`config.mk`:
```
export PLATFORM = sky130hd
export DESIGN_NAME = cc_deserializer
export DESIGN_NICKNAME = d
export VERILOG_FILES = /design/src/rtl/cc_pkg.sv /design/src/rtl/cc_deserializer.sv
export SDC_FILE = /design/constraint.sdc
export NUM_CORES = 1
export LEC_CHECK = 0
export CORE_AREA = 2 2 260 262
export CTS_CLUSTER_SIZE = 30
export DETAILED_ROUTE_END_ITERATION = 6
export DIE_AREA = 0 0 262 264
export GPL_ROUTABILITY_DRIVEN = 0
export MAX_ROUTING_LAYER = met4
export PLACE_DENSITY = 0.62
export SYNTH_ARGS = -nofsm -noshare
export SYNTH_HDL_FRONTEND = slang
export SYNTH_SLANG_ARGS = --single-unit
```
`constraint.sdc`:
```
create_clock -name clk -period 2.64 [get_ports clk]
set_input_delay 0.264 -clock clk [delete_from_list [all_inputs] [get_ports clk]]
set_output_delay 0.264 -clock clk [all_outputs]
set_load 0.005 [all_outputs]
```
`src/rtl/cc_pkg.sv`:
```
// Shared types and constants for the cache-line refill path.
package cc_pkg;

    localparam int unsigned CC_BEAT_W = 64;
    localparam int unsigned CC_BEATS  = 8;
    localparam int unsigned CC_LINE_W = 512;
    localparam int unsigned CC_FIFO_W = 518;
    localparam int unsigned CC_IDX_W  = 3;

    typedef enum logic [1:0] {DS_IDLE, DS_FILL, DS_PUSH} cc_deser_state_t;

    // Word 0 occupies the most significant 64 bits of the line.
    function automatic int unsigned cc_word_lsb(input logic [CC_IDX_W-1:0] w);
        return CC_LINE_W - CC_BEAT_W - (CC_BEAT_W * 32'(w));
    endfunction

endpackage

```
`src/rtl/cc_deserializer.sv`:
```
// Assembles 8 critical-word-first read beats into one 512-bit line and pushes it to the refill FIFO.
// Optional macro CC_DESER_CW_BYPASS_EN forwards the critical word on the beat-0 handshake.
module cc_deserializer
    import cc_pkg::*;
(
    input  logic                 clk,
    input  logic                 rst_n,
    input  logic                 start_i,
    input  logic [CC_IDX_W-1:0]  offset_i,
    output logic                 busy_o,
    input  logic [CC_BEAT_W-1:0] rdata_i,
    input  logic                 rlast_i,
    input  logic                 rvalid_i,
    output logic                 rready_o,
    input  logic                 fifo_full_i,
    output logic                 fifo_wren_o,
    output logic [CC_FIFO_W-1:0] fifo_wdata_o,
    output logic                 err_o,
    output logic                 cw_valid_o,
    output logic [CC_BEAT_W-1:0] cw_data_o
);

    cc_deser_state_t       state_q, state_d;
    logic [CC_IDX_W-1:0]   cnt_q, cnt_d;
    logic [CC_IDX_W-1:0]   off_q, off_d;
    logic [CC_BEAT_W-1:0]  words_q [CC_BEATS];
    logic [CC_LINE_W-1:0]  line;
    logic [CC_BEATS-1:0]   word_we;
    logic [CC_IDX_W-1:0]   word_idx;
    logic                  beat_hs;
    logic                  last_cnt;

    assign beat_hs  = (state_q == DS_FILL) && rvalid_i;
    assign last_cnt = (cnt_q == 3'd7);
    // Critical-word-first wrap relies on natural 3-bit overflow.
    assign word_idx = off_q + cnt_q;

    // State, beat counter and offset registers
    always_ff @(posedge clk or negedge rst_n) begin
        if (!rst_n) begin
            state_q <= DS_IDLE;
            cnt_q   <= '0;
            off_q   <= '0;
        end else begin
            state_q <= state_d;
            cnt_q   <= cnt_d;
            off_q   <= off_d;
        end
    end

    // Next-state and handshake decode
    always_comb begin
        state_d     = state_q;
        cnt_d       = cnt_q;
        off_d       = off_q;
        rready_o    = 1'b0;
        fifo_wren_o = 1'b0;
        err_o       = 1'b0;
        case (state_q)
            DS_IDLE: begin
                if (start_i) begin
                    state_d = DS_FILL;
                    off_d   = offset_i;
                    cnt_d   = '0;
                end
            end
            DS_FILL: begin
                rready_o = 1'b1;
                if (beat_hs) begin
                    cnt_d = cnt_q + 3'd1;
                    if (rlast_i || last_cnt) begin
                        state_d = DS_PUSH;
                        err_o   = (rlast_i != last_cnt);
                    end
                end
            end
            DS_PUSH: begin
                if (!fifo_full_i) begin
                    fifo_wren_o = 1'b1;
                    state_d     = DS_IDLE;
                end
            end
            default: state_d = DS_IDLE;
        endcase
    end

    always_comb begin
        word_we = '0;
        for (int j = 0; j < int'(CC_BEATS); j++) begin
            word_we[j] = beat_hs && (word_idx == 3'(j));
        end
    end

    // Line storage; words not written by a short burst keep their old contents
    always_ff @(posedge clk or negedge rst_n) begin
        if (!rst_n) begin
            for (int j = 0; j < int'(CC_BEATS); j++) begin
                words_q[j] <= '0;
            end
        end else begin
            for (int j = 0; j < int'(CC_BEATS); j++) begin
                if (word_we[j]) begin
                    words_q[j] <= rdata_i;
                end
            end
        end
    end

    always_comb begin
        line = '0;
        for (int j = 0; j < int'(CC_BEATS); j++) begin
            line[cc_word_lsb(3'(j)) +: CC_BEAT_W] = words_q[j];
        end
    end

    assign busy_o       = (state_q != DS_IDLE);
    assign fifo_wdata_o = {off_q, 3'b000, line};

`ifdef CC_DESER_CW_BYPASS_EN
    assign cw_valid_o = beat_hs && (cnt_q == 3'd0);
    assign cw_data_o  = cw_valid_o ? rdata_i : '0;
`else
    assign cw_valid_o = 1'b0;
    assign cw_data_o  = '0;
`endif

endmodule

```
==> reports/qor.csv, run 1 <==
metric,value,unit
Post-route DRC,0,
Die Wd,262,µm
initial antenna violation count,4,
layout net count,1923,
crit path from,cnt_q[0],
CP Capture Point,fifo_wdata_o[252],
Slew Limit Fails,0,
post-synth top area cell,dfrtp_1,
gr ovfl total,0,
final worst path period need,2.57,ns
Worst Path Arrival,3.05,ns
CTS Buf Count,56,
top-area cell type share of the netlist area,0.650,
Worst R2R Path Depth,8,
worst reg2reg setup slack,0.07,ns
Mapped Area,0.0200,mm²
Routed Wire Length,61400,µm
vias per std cell,4.51,
setup TNS,0,ns
Max-Cap Viols,0,
DRT Pass-1 Iters,4,
final setup vio count,0,
crit path kind,reg2reg,
clock-pin slew on the worst setup and hold paths,0.06,ns
Synth cell types,30,
Mapped Avg Cell Area,16.7,µm²
Iter 0 DRT Violations,477,
Most used DFF post-synth,dfrtp_1,
"FF+latch count, synth",520,
area grow syn2layout,45.1,%
crit path max fanout,17,
Reg-to-Reg Start,cnt_q[0],
chip height,264,µm
Max-slew headroom,0.557,
"top cells by count, synth","dfrtp_1 (520), mux2_2 (476), buf_4 (68)",
Ports,660,
largest net degree at the start of global routing,79,
layout cells sized above 1,0.329,
DP Worst Slack,0.0893,ns
Layout Skew,0.0158,ns
Worst R2R End,fifo_wdata_o[252],
GR Util All Layers,0.179,
Port Buf Inserts,591,
asr flop ratio synth,1.00,
clock root cell,clkbuf_16,
vias in the first global route,13300,
Tightest Pin Transition,0.664,ns
Final WS setup,0.0689,ns
"Req. time, crit path",3.12,ns
Yosys warning count,0,
Clock Latency Late Sink,0.60,ns
final hold vios,0,
Initial Util,0.301,
unrepaired setup endpoints after global routing,yes,
clock sinks,520,
Final ANT Viol Nets,0,
post-synthesis sequential area ratio,0.650,
"top cells by area, synth","dfrtp_1 (65%), mux2_2 (27%), buf_4 (2.6%)",
Hold WC Path Type,in2async,
core area,0.0666,mm²
Mapped Cells,1198,
Max VDD drop,741,µV
fmax,0.389,GHz
die area,0.0692,mm²
first-pass GRT wire length,89700,µm
PD cells,1320,mW/mm²
status,completed,
Critical Path Start Type,flip-flop,
CTS tree,built,
Final Cycle Share,0.974,
Hold WS,0.139,ns
Rows,95,
Leakage Power,12.5,nW
clock buffer depth,3,
Post-synth EDFFs,0,
vias,12500,
most common cell in the netlist,dfrtp_1,
H-tree levels,2,
CP Capture Type,flip-flop,
DP HPWL,43400,µm
Wirelength per Cell,22.2,µm
-- critical path, cell delays in order (launching register included) --
cell     delay (ns)
dfrtp_1        0.36
ha_1           0.17
inv_1          0.06
fa_1           0.40
xor3_1         0.38
nor3_4         0.26
buf_12         0.15
buf_6          0.28
mux2_2         0.37
-- routing by layer --
| metal | part of all wire | global-route usage |
|---|---|---|
| met2 | 0.52 | 0.305 |
| met1 | 0.39 | 0.207 |
| met4 | 0.029 | 0.0585 |
| met3 | 0.057 | 0.0420 |
| met5 | 0 | - |
-- sequential cells by signal (all words and copies together) (netlist names) --
| name | flops |
|---|---|
| off_q | 3 |
| fifo_wdata_o | 512 |
| state_q | 2 |
| cnt_q | 3 |
-- metrics by stage --
stage | cells | total power, mW | instance area, µm² | util
floorplan | 1265 | 20.0 | 20300 | -
detailed placement | 2657 | 30.9 | 27200 | 0.408
global placement | 2657 | 30.5 | 27200 | 0.408
global route | 2761 | 40.3 | 29100 | 0.436
finish | 2761 | 38.3 | 29100 | 0.436
CTS | 2757 | 38.8 | 29000 | 0.436
-- power breakdown --
| group | internal [mW] | switching, mW |
|---|---|---|
| registers | 11.9 | 2.07 |
| logic | 10.8 | 5.82 |
| clock network | 4.51 | 3.17 |
| total | 27.2 | 11.1 |
-- cell type report --
| type | instances | area (µm²) |
|---|---|---|
| Antenna cell | 2 | 5.00 |
| Clock buffer | 87 | 1670 |
| Clock inverter | 12 | 138 |
| Fill cell | 6040 | 37500 |
| Inverter | 8 | 30.0 |
| Multi-Input combinational cell | 619 | 6480 |
| Sequential cell | 520 | 13000 |
| Tap cell | 873 | 1090 |
| Timing Repair Buffer | 640 | 6620 |
-- worst min-delay path by stage --
stage          startpoint           endpoint  slack, ns
6_report            rst_n  fifo_wdata_o[199]       0.14
5_1_grt             rst_n  fifo_wdata_o[467]       0.15
4_1_cts             rst_n  fifo_wdata_o[403]       0.17
3_5_place_dp        rst_n  fifo_wdata_o[403]       0.22
3_3_place_gp        rst_n  fifo_wdata_o[403]       0.23
2_1_floorplan       rst_n           cnt_q[0]      -0.03
-- cells by family (layout without fill, tap and decap cells) --
kind of cell | Yosys count | after routing | share of synthesized area
other | 1 | 70 | 0.000187
AOI/OAI and AO/OA | 8 | 8 | 0.00313
DFF | 520 | 520 | 0.650
buffers and inverters | 126 | 747 | 0.0413
xor gates and xnor gates | 2 | 2 | 0.00238
and+or+nand+nor | 20 | 20 | 0.00913
adders and majority gates | 5 | 5 | 0.00350
muxes | 516 | 516 | 0.290
-- placed cells by master, fill, tap and decap left out, types with 2 or more instances in the layout --
| master | Yosys | layout |
|---|---|---|
| diode_2 | 0 | 2 |
| nand3_4 | 0 | 4 |
| clkbuf_8 | 0 | 15 |
| buf_12 | 0 | 25 |
| inv_1 | 8 | 8 |
| buf_4 | 68 | 21 |
| ha_1 | 4 | 4 |
| clkdlybuf4s50_1 | 0 | 589 |
| dfrtp_1 | 520 | 520 |
| conb_1 | 1 | 68 |
| clkbuf_16 | 0 | 57 |
| bufinv_16 | 0 | 2 |
| a22o_1 | 5 | 5 |
| clkinv_2 | 0 | 4 |
| clkbuf_1 | 1 | 16 |
| nor3_4 | 4 | 4 |
| mux2_2 | 476 | 476 |
| nor2b_1 | 2 | 2 |
| inv_6 | 0 | 2 |
| clkinvlp_4 | 0 | 2 |
| mux2_1 | 40 | 40 |
-- timing repair --
action / in CTS / in global routing
endpoints found under the setup margin: 1 / 74
gates resized for setup: 1 / 3
buffers inserted: 0 / 1
hold endpoints to repair: 40 / 0
pin swaps: 0 / 1
gates cloned: 0 / 1
hold buffers: 1 / 0
No activity file was read; power rests on OpenSTA's default activity.
==> run 2, diff against run 1 <==
SKIP_CTS_REPAIR_TIMING = 1   (was not set)
==> run 2 against run 1 <==
Effect of this change:
- combinational power about the same
- critical path depth unchanged
- fmax about the same
- worst hold slack about the same
- sequential cell count unchanged
- wire length about the same
- largest power group unchanged
- sequential power about the same
- core utilization about the same
- power about the same
- register-to-register slack about the same
- die area unchanged
==> reports/qor.csv, run 2 (synthesis results as in run 1) <==
metric,value,unit
vias,12500,
Post-route DRC,0,
crit path max fanout,17,
Initial Util,0.301,
"non-filler cells, final",2761,
crit path kind,reg2reg,
clock root cell,clkbuf_16,
Worst Path Arrival,3.05,ns
layout net count,1923,
Tightest Pin Transition,0.666,ns
"Req. time, crit path",3.12,ns
register area,0.0130,mm²
Die Wd,262,µm
unrepaired setup endpoints after global routing,yes,
CP Capture Type,flip-flop,
Largest register FFs,512,
core area,0.0666,mm²
clock buffer depth,3,
CTS tree,built,
Max VDD drop,741,µV
PD cells,1320,mW/mm²
GR Util All Layers,0.179,
Max stage delay on crit path,0.40,ns
Port Buf Inserts,591,
CP Cell Sequence,ha_1 > inv_1 > fa_1 > xor3_1 > nor3_4 > buf_12 > buf_6 > mux2_2,
Leakage Power,12.5,nW
Rows,95,
final hold vios,0,
area grow syn2layout,45.2,%
fill cell total of the finished layout,6039,
DP Worst Slack,0.0893,ns
Critical Path Slowest Stage Cell,fa_1,
Post-DP Area,0.0272,mm²
Final Cycle Share,0.974,
status,completed,
Wirelength per Cell,22.2,µm
"commonest non-fill, non-tap cell in the layout",clkdlybuf4s50_1,
gr ovfl total,0,
final setup vio count,0,
H-tree levels,2,
Routed Wire Length,61400,µm
chip height,264,µm
Clock Latency Late Sink,0.60,ns
number of instances in the placed design,2657,
initial antenna violation count,4,
Final ANT Viol Nets,0,
first-pass GRT wire length,89700,µm
DRT Pass-1 Iters,4,
Ports,660,
Iter 0 DRT Violations,524,
Max-slew headroom,0.556,
vias in the first global route,13300,
fmax,0.389,GHz
Max-Cap Viols,0,
Slew Limit Fails,0,
DP HPWL,43400,µm
final instance area,0.0291,mm²
multi-input logic area,0.00648,mm²
Hold WC Path Type,in2async,
clock-pin slew on the worst setup and hold paths,0.06,ns
most frequent cells in the layout,"clkdlybuf4s50_1 (589), dfrtp_1 (520), mux2_2 (476)",
Layout Skew,0.0156,ns
Post-Route Utilization,0.437,
clock sinks,520,
Critical Path Start Type,flip-flop,
largest net degree at the start of global routing,79,
CTS Buf Count,56,
die area,0.0692,mm²
vias per std cell,4.51,
Final WS setup,0.0676,ns
final worst path period need,2.57,ns
layout cells sized above 1,0.329,
-- run 2: cell count changes in the layout (fill, tap and decap cells not counted), sizes merged --
cell / previous run / this run
dlygate4sd2: 1 / 0
dlymetal6s2s: 0 / 1
-- run 2: report_power, final --
part / switching [mW] / total [mW] / internal (mW)
logic: 5.82 / 16.6 / 10.8
clock network: 3.17 / 7.69 / 4.51
registers: 2.07 / 14.0 / 11.9
-- run 2: area by class of cell --
type	count	area share
sequential	520	0.448
timing repair buffer	640	0.228
multi-input combinational	619	0.223
clock buffer	87	0.0574
tap	873	0.0376
clock inverter	12	0.00474
inverter	8	0.00103
antenna	2	0.000172
-- run 2: through the flow --
stage          hold WS [ns]  TNS (ns)  total power [mW]
6_report              0.139         0              38.3
5_1_grt               0.145   -0.0354              40.3
4_1_cts              -0.433    -0.123              38.8
3_5_place_dp          0.223         0              30.9
3_3_place_gp          0.231         0              30.5
2_1_floorplan       -0.0316         0              20.0
-- run 2: final timing paths --
path	startpoint	endpoint	slack (ns)	cells past startpoint
min in group clk	offset_i[2]	off_q[2]	0.29	2
max in group asynchronous	rst_n	fifo_wdata_o[29]	1.48	4
worst max register to register	cnt_q[0]	fifo_wdata_o[252]	0.07	8
worst max-delay path	cnt_q[0]	fifo_wdata_o[252]	0.07	8
worst min register to register	fifo_wdata_o[333]	fifo_wdata_o[333]	0.48	1
worst min-delay path	rst_n	fifo_wdata_o[199]	0.14	2
-- run 2: layer usage --
layer	track usage	wire length, µm
met3	0.0420	3550
met2	0.305	31900
met4	0.0585	1750
met1	0.207	24200
met5	-	0
-- run 2: worst max-delay path, delay by kind of cell, from the launching register on --
family	cells	cell delay, ns
xor+xnor	1	0.38
simple gates	1	0.26
buf+inv	3	0.49
mux	1	0.37
flops	1	0.36
fa+ha+maj	2	0.57
